==> config.mk <==
export PLATFORM = sky130hd
export DESIGN_NAME = vga_tile_display
export DESIGN_NICKNAME = d
export VERILOG_FILES = /design/src/rtl/vga_pkg.sv /design/src/rtl/video_ram_dp.sv /design/src/rtl/vga_tile_display.sv
export SDC_FILE = /design/constraint.sdc
export NUM_CORES = 1
export LEC_CHECK = 0
export ABC_CLOCK_PERIOD_IN_PS = 3300
export CAP_MARGIN = 30
export CORE_UTILIZATION = 40
export CTS_CLUSTER_SIZE = 40
export DETAILED_ROUTE_END_ITERATION = 10
export GPL_TIMING_DRIVEN = 0
export MAX_ROUTING_LAYER = met4
export SYNTH_ARGS = -nofsm -noshare
export SYNTH_HDL_FRONTEND = slang
export SYNTH_HIERARCHICAL = 1
export SYNTH_SLANG_ARGS = --single-unit
==> constraint.sdc <==
create_clock -name clk -period 3.3 [get_ports clk]
set_input_delay 0.825 -clock clk [delete_from_list [all_inputs] [get_ports clk]]
set_output_delay 0.825 -clock clk [all_outputs]
set_load 0.01 [all_outputs]
==> src/rtl/vga_pkg.sv <==
// Shared VGA definitions: default 640x480@60 timing, timing/colour structs and
// the 3-3-2 to 8-8-8 colour expansion.
package vga_pkg;

    localparam int H_ACT_DEF = 640;
    localparam int H_FP_DEF  = 16;
    localparam int H_SYN_DEF = 96;
    localparam int H_BP_DEF  = 48;
    localparam int V_ACT_DEF = 480;
    localparam int V_FP_DEF  = 10;
    localparam int V_SYN_DEF = 2;
    localparam int V_BP_DEF  = 33;

    typedef struct packed {
        logic [15:0] act;
        logic [15:0] fp;
        logic [15:0] syn;
        logic [15:0] bp;
    } timing_t;

    typedef struct packed {
        logic [7:0] r;
        logic [7:0] g;
        logic [7:0] b;
    } rgb_t;

    // Per-pixel control travelling down the scanout pipeline; all-zero = idle/reset.
    typedef struct packed {
        logic act;
        logic grid;
        logic hs;
        logic vs;
    } pix_ctl_t;

    function automatic int tim_total(timing_t t);
        return int'(t.act) + int'(t.fp) + int'(t.syn) + int'(t.bp);
    endfunction

    function automatic rgb_t expand332(logic [7:0] c);
        rgb_t p;
        p.r = {c[7:5], c[7:5], c[7:6]};
        p.g = {c[4:2], c[4:2], c[4:3]};
        p.b = {4{c[1:0]}};
        return p;
    endfunction

endpackage

==> src/rtl/video_ram_dp.sv <==
// Cell memory: one synchronous write port, a CPU read port and an enabled
// scanout read port. Reads return pre-write data on an address collision.
module video_ram_dp #(
    parameter int DATA_W = 8,
    parameter int DEPTH  = 64,
    parameter int AW     = 6
) (
    input  logic              clk,
    input  logic              reset,
    input  logic              we,
    input  logic [AW-1:0]     waddr,
    input  logic [DATA_W-1:0] wdata,
    input  logic [AW-1:0]     raddr,
    output logic [DATA_W-1:0] rdata,
    input  logic              sen,
    input  logic [AW-1:0]     saddr,
    output logic [DATA_W-1:0] sdata
);

    logic [DATA_W-1:0] mem [DEPTH];

    always_ff @(posedge clk) begin
        if (we && int'(waddr) < DEPTH)
            mem[waddr] <= wdata;
    end

    // Contents are never cleared; only the read registers see reset.
    always_ff @(posedge clk or negedge reset) begin
        if (!reset) begin
            rdata <= '0;
            sdata <= '0;
        end else begin
            rdata <= (int'(raddr) < DEPTH) ? mem[raddr] : '0;
            if (sen)
                sdata <= (int'(saddr) < DEPTH) ? mem[saddr] : '0;
        end
    end

endmodule

==> src/rtl/vga_tile_display.sv <==
// Tile-mapped VGA scanout: pixel divider, h/v timing, incremental cell
// addressing and a 2-stage (address, memory read) pixel pipeline.
module vga_tile_display
    import vga_pkg::*;
#(
    parameter int DATA_W  = 8,
    parameter int CELLS_X = 8,
    parameter int CELLS_Y = 8,
    parameter int CELL_PX = 60,
    parameter int CLK_DIV = 2,
    parameter int H_ACT   = H_ACT_DEF,
    parameter int H_FP    = H_FP_DEF,
    parameter int H_SYN   = H_SYN_DEF,
    parameter int H_BP    = H_BP_DEF,
    parameter int V_ACT   = V_ACT_DEF,
    parameter int V_FP    = V_FP_DEF,
    parameter int V_SYN   = V_SYN_DEF,
    parameter int V_BP    = V_BP_DEF,
    parameter logic [DATA_W-1:0] BORDER = '0,
    localparam int DEPTH  = CELLS_X * CELLS_Y,
    localparam int AW     = $clog2(DEPTH)
) (
    input  logic              clk,
    input  logic              reset,
    input  logic              we,
    input  logic [AW-1:0]     waddr,
    input  logic [DATA_W-1:0] wdata,
    input  logic [AW-1:0]     raddr,
    output logic [DATA_W-1:0] rdata,
    output logic [7:0]        R,
    output logic [7:0]        G,
    output logic [7:0]        B,
    output logic              hsync,
    output logic              vsync,
    output logic              vgaclk,
    output logic              frame_start
);

    localparam timing_t H_T = '{act: 16'(H_ACT), fp: 16'(H_FP), syn: 16'(H_SYN), bp: 16'(H_BP)};
    localparam timing_t V_T = '{act: 16'(V_ACT), fp: 16'(V_FP), syn: 16'(V_SYN), bp: 16'(V_BP)};
    localparam int H_TOTAL = tim_total(H_T);
    localparam int V_TOTAL = tim_total(V_T);
    localparam int HS_BEG  = int'(H_T.act) + int'(H_T.fp);
    localparam int HS_END  = HS_BEG + int'(H_T.syn);
    localparam int VS_BEG  = int'(V_T.act) + int'(V_T.fp);
    localparam int VS_END  = VS_BEG + int'(V_T.syn);
    localparam int HW      = $clog2(H_TOTAL);
    localparam int VW      = $clog2(V_TOTAL);
    localparam int DW      = $clog2(CLK_DIV);
    localparam int CPW     = $clog2(CELL_PX + 1);
    localparam int RBW     = $clog2(V_TOTAL * CELLS_X + 1);
    localparam int AFW     = RBW + HW;
    localparam rgb_t BORDER_RGB = expand332(8'(BORDER));

    logic [DW-1:0]     div_cnt, div_next;
    logic              pix_en;
    logic [HW-1:0]     h_cnt, cell_x;
    logic [VW-1:0]     v_cnt, cell_y;
    logic [CPW-1:0]    px_cnt, py_cnt;
    logic [RBW-1:0]    row_base;
    logic [AFW-1:0]    addr_full;
    logic [AW-1:0]     s1_addr;
    logic [DATA_W-1:0] sdata;
    pix_ctl_t          ctl0;
    pix_ctl_t [2:1]    ctl_pipe;
    rgb_t              pix;

    assign pix_en      = (div_cnt == DW'(CLK_DIV - 1));
    assign div_next    = pix_en ? '0 : div_cnt + DW'(1);
    assign frame_start = pix_en && (h_cnt == '0) && (v_cnt == '0);
    assign addr_full   = AFW'(row_base) + AFW'(cell_x);

    assign ctl0 = '{act:  (int'(h_cnt) < H_ACT) && (int'(v_cnt) < V_ACT),
                    grid: (int'(cell_x) < CELLS_X) && (int'(cell_y) < CELLS_Y),
                    hs:   (int'(h_cnt) >= HS_BEG) && (int'(h_cnt) < HS_END),
                    vs:   (int'(v_cnt) >= VS_BEG) && (int'(v_cnt) < VS_END)};

    // Cell column/row and row base address step alongside h/v so the cell
    // address never needs a divide or multiply.
    always_ff @(posedge clk or negedge reset) begin
        if (!reset) begin
            div_cnt  <= '0;
            vgaclk   <= 1'b0;
            h_cnt    <= '0;
            v_cnt    <= '0;
            px_cnt   <= '0;
            py_cnt   <= '0;
            cell_x   <= '0;
            cell_y   <= '0;
            row_base <= '0;
            s1_addr  <= '0;
            ctl_pipe <= '0;
        end else begin
            div_cnt <= div_next;
            vgaclk  <= (div_next < DW'(CLK_DIV / 2));
            if (pix_en) begin
                s1_addr     <= AW'(addr_full);
                ctl_pipe[1] <= ctl0;
                ctl_pipe[2] <= ctl_pipe[1];
                if (h_cnt == HW'(H_TOTAL - 1)) begin
                    h_cnt  <= '0;
                    px_cnt <= '0;
                    cell_x <= '0;
                    if (v_cnt == VW'(V_TOTAL - 1)) begin
                        v_cnt    <= '0;
                        py_cnt   <= '0;
                        cell_y   <= '0;
                        row_base <= '0;
                    end else begin
                        v_cnt <= v_cnt + VW'(1);
                        if (py_cnt == CPW'(CELL_PX - 1)) begin
                            py_cnt   <= '0;
                            cell_y   <= cell_y + VW'(1);
                            row_base <= row_base + RBW'(CELLS_X);
                        end else begin
                            py_cnt <= py_cnt + CPW'(1);
                        end
                    end
                end else begin
                    h_cnt <= h_cnt + HW'(1);
                    if (px_cnt == CPW'(CELL_PX - 1)) begin
                        px_cnt <= '0;
                        cell_x <= cell_x + HW'(1);
                    end else begin
                        px_cnt <= px_cnt + CPW'(1);
                    end
                end
            end
        end
    end

    video_ram_dp #(.DATA_W(DATA_W), .DEPTH(DEPTH), .AW(AW)) u_ram (
        .clk   (clk),
        .reset (reset),
        .we    (we),
        .waddr (waddr),
        .wdata (wdata),
        .raddr (raddr),
        .rdata (rdata),
        .sen   (pix_en),
        .saddr (s1_addr),
        .sdata (sdata)
    );

    always_comb begin
        pix = '0;
        if (ctl_pipe[2].act)
            pix = ctl_pipe[2].grid ? expand332(8'(sdata)) : BORDER_RGB;
    end

    assign R     = pix.r;
    assign G     = pix.g;
    assign B     = pix.b;
    assign hsync = !ctl_pipe[2].hs;
    assign vsync = !ctl_pipe[2].vs;

endmodule

==> impl_metrics.csv <==
group,metric,value,unit
outcome,status,"finished, violations left",
outcome,failed_checks,"setup timing",
clock_network,clkSlewWorstSetupHoldPaths,0.06,ns
synth,syn_inst,1575,
placed_design,dp_hpwl,63780,um
worst_setup_path,reg2reg_depth,8,
timing,skew,0.02223,ns
global_route,grt_overflow,0,
floorplan,std_cell_rows,97,
placed_design,pre_cts_slack,-0.6222,ns
cells_and_area,drive_gt1_frac,0.3060,
routing,wl_per_cell,31.69,um
routing,antenna_left,0,
cells_and_area,area_growth,15.31,%
worst_setup_path,cp_max_fo,10,
clock_network,numCtsBuffers,66,
job,maxCapViolations,0,
global_route,antenna_found_initial,6,
synth,synth_ff_type,"edfxtp_1",
cells_and_area,fill_cells,5880,
synth,yosysWarnings,6,
synth,avgSynthCellArea,18.00,um^2
timing,fmax,290.9,MHz
worst_setup_path,cp.arrival,3.86,ns
routing,via_count,17008,
timing,worstMarginPinSlew,1.075,ns
clock_network,cts_setup_buffers,0,
floorplan,die_y,268.2,um
synth,synth_area_leaders,"edfxtp_1, mux4_2, dfrtp_1, mux2i_1, mux2_2",
clock_network,htree_levels,3,
synth,synthArstFlopShare,0.1452,
placed_design,place_inst,2595,
timing,drv_slew,0,
global_route,grt_pass1_vias,16841,
synth,synth_edf_count,512,
timing,finalCritPeriodShare,1.042,
power,power_leakage,0.01047,uW
clock_network,clk_path_buf_depth,3,
global_route,grt_max_degree,64,
timing,finalSetupViolCount,5,
global_route,grtUsageTotal,0.2513,
synth,netlist_area,0.02835,mm^2
synth,ys_ff_latch,599,
synth,netlist.area_leader.share,0.5423,
timing,hold_ws,0.1968,ns
hold_path,min_path_type,"in -> async",
worst_setup_path,r2r_start,"s1_addr[0]",
power,finalPower,16740,uW
cells_and_area,postLayoutCoreUtil,0.4669,
worst_setup_path,crit_type,"in -> reg",
worst_setup_path,required,3.72,ns
global_route,grt_pass1_wl,123000,um
routing,drt_iter0_drc,2202,
worst_setup_path,reg2reg_to,"u_ram/sdata[2]",
clock_network,cts-root-buf,"clkbuf_16",
floorplan,die-area,0.07195,mm^2
timing,hold_violations,0,
floorplan,start_util,0.4049,
routing,first_pass_iters,6,
synth,synth_top_area_cell,"edfxtp_1",
synth,synth.yosys.seq_area_share,0.6191,
routing,routed_wl,86070,um
cells_and_area,fin_nets,1755,
timing,min_period,3.438,ns
power,power.density,512.2,mW/mm^2
cells_and_area,stdcell_count,2716,
clock_network,ctsHoldBuffers,0,
clock_network,clock_latency,0.61,ns
timing,worst_slack,-0.1378,ns
synth,synth_most_common_cell,"edfxtp_1",
timing,rsz0062_at_grt,"false",
worst_setup_path,end_kind,"flip-flop",
synth,ys_top_cells_by_count,"edfxtp_1, mux4_2, nor2_1",
synth,syn_nets,1609,
floorplan,io_pins,59,
placed_design,port_buffers,48,
worst_setup_path,r2r_setup_slack,0.10,ns
floorplan,coreArea,0.07003,mm^2
timing,slew_headroom,0.2832,
clock_network,clock-sinks,599,
power,ir_worst_vdd,315.7,uV
routing,drcViolationCount,0,
routing,vias_per_cell,6.262,
placed_design,gp_congestion,0.9318,
clock_network,cts_tree,"yes",
synth,synth.distinct_cells,57,
worst_setup_path,cp-start-kind,"input port",
floorplan,die_x,268.2,um
[kinds of logic (layout without fill, tap and decap cells)]
kind of cell               count (synthesis)  in the layout  synth area share
xor gates and xnor gates                  16             16          0.004942
buffers and inverters                    154            350           0.02710
and+or+nand+nor                          268            268           0.04806
AOI/OAI and AO/OA                        148            148           0.03689
other                                      0              5                 0
muxes                                    379            379            0.2591
adders and majority gates                 11             11          0.004854
DFF                                      599            599            0.6191
[critical path, cell delays in order]
cell and delay (ns):
buf_2 0.25, clkbuf_1 0.71, mux4_2 0.47, mux4_2 0.48, a211oi_1 0.90, a21oi_1 0.21
[where the power goes]
group	switching [uW]	leakage (uW)	internal [uW]
logic	492	0.00363	332
clock network	3130	0.00109	4480
registers	28.4	0.00574	8280
[timing repair]
item / CTS / global route
resized for setup: 5 / 2
endpoints found under the setup margin: 7 / 6
gates cloned: 0 / 0
hold endpoints to repair: 0 / 0
[area by class of cell]
| class | count | area (um^2) | area share |
|---|---|---|---|
| clock buffer | 84 | 1770 | 0.05415 |
| inverter | 24 | 90.09 | 0.002755 |
| timing repair buffer | 80 | 902.1 | 0.02759 |
| antenna | 5 | 12.51 | 0.0003827 |
| multi-input combinational | 822 | 10050 | 0.3073 |
| buffer | 128 | 684.4 | 0.02093 |
| sequential | 599 | 17550 | 0.5369 |
| clock inverter | 34 | 459.2 | 0.01405 |
| tap | 940 | 1176 | 0.03597 |
[state kept, by name, summed over array words and instances (netlist names)]
name         count
h_cnt           10
cell_x          10
v_cnt           10
s1_addr          6
py_cnt           6
vgaclk           1
row_base         3
div_cnt          1
ctl_pipe         8
u_ram/mem      512
cell_y          10
u_ram/sdata      8
u_ram/rdata      8
px_cnt           6
[layout by cell type (no fill, tap or decap), types with 7 or more instances in the layout]
master	synthesis	routed
clkbuf_16	0	67
nor4_1	7	7
mux2_2	39	39
nand3_1	45	45
nand2_1	32	32
nor2b_1	13	13
buf_4	18	23
o221ai_1	16	16
a221oi_1	8	8
a211oi_1	10	10
nor2_1	93	93
dfrtp_1	87	87
clkbuf_1	50	61
and3_1	16	16
clkdlybuf4s50_1	0	38
a21oi_1	21	21
a22oi_1	19	19
o21bai_1	8	8
ha_1	11	11
buf_6	10	24
buf_12	0	7
o21ai_0	29	29
inv_1	24	24
buf_2	38	44
mux4_2	280	280
mux2i_1	60	60
nand2b_1	7	7
xnor2_1	10	10
bufinv_16	0	8
nand4_1	19	19
o22ai_1	8	8
edfxtp_1	512	512
buf_1	14	13
clkinv_2	0	13
[through the flow]
stage / instance area (um^2) / TNS, ns
2_1_floorplan: 28350 / 0
3_3_place_gp: 30010 / -255.01
3_5_place_dp: 30440 / -13.33
4_1_cts: 32680 / 0
5_1_grt: 32690 / 0
6_report: 32690 / -0.2451
[how the worst max path moves through the flow]
stage / startpoint / end / cells past startpoint
floorplan: raddr[1] / u_ram/rdata[1] / 7
global placement: reset / u_ram/rdata[0] / 1
detailed placement: raddr[1] / u_ram/rdata[7] / 6
CTS: s1_addr[0] / u_ram/sdata[1] / 8
global route: s1_addr[0] / u_ram/sdata[1] / 8
finish: raddr[1] / u_ram/rdata[0] / 6
[metal layers]
layer,up-vias,track usage,share of wire
met3,165,0.05361,0.10
met2,983,0.3868,0.47
li1,6874,-,-
met4,0,0.09452,0.040
met5,-,-,0
met1,8986,0.3280,0.39
Power figures use the tool's default switching activity.
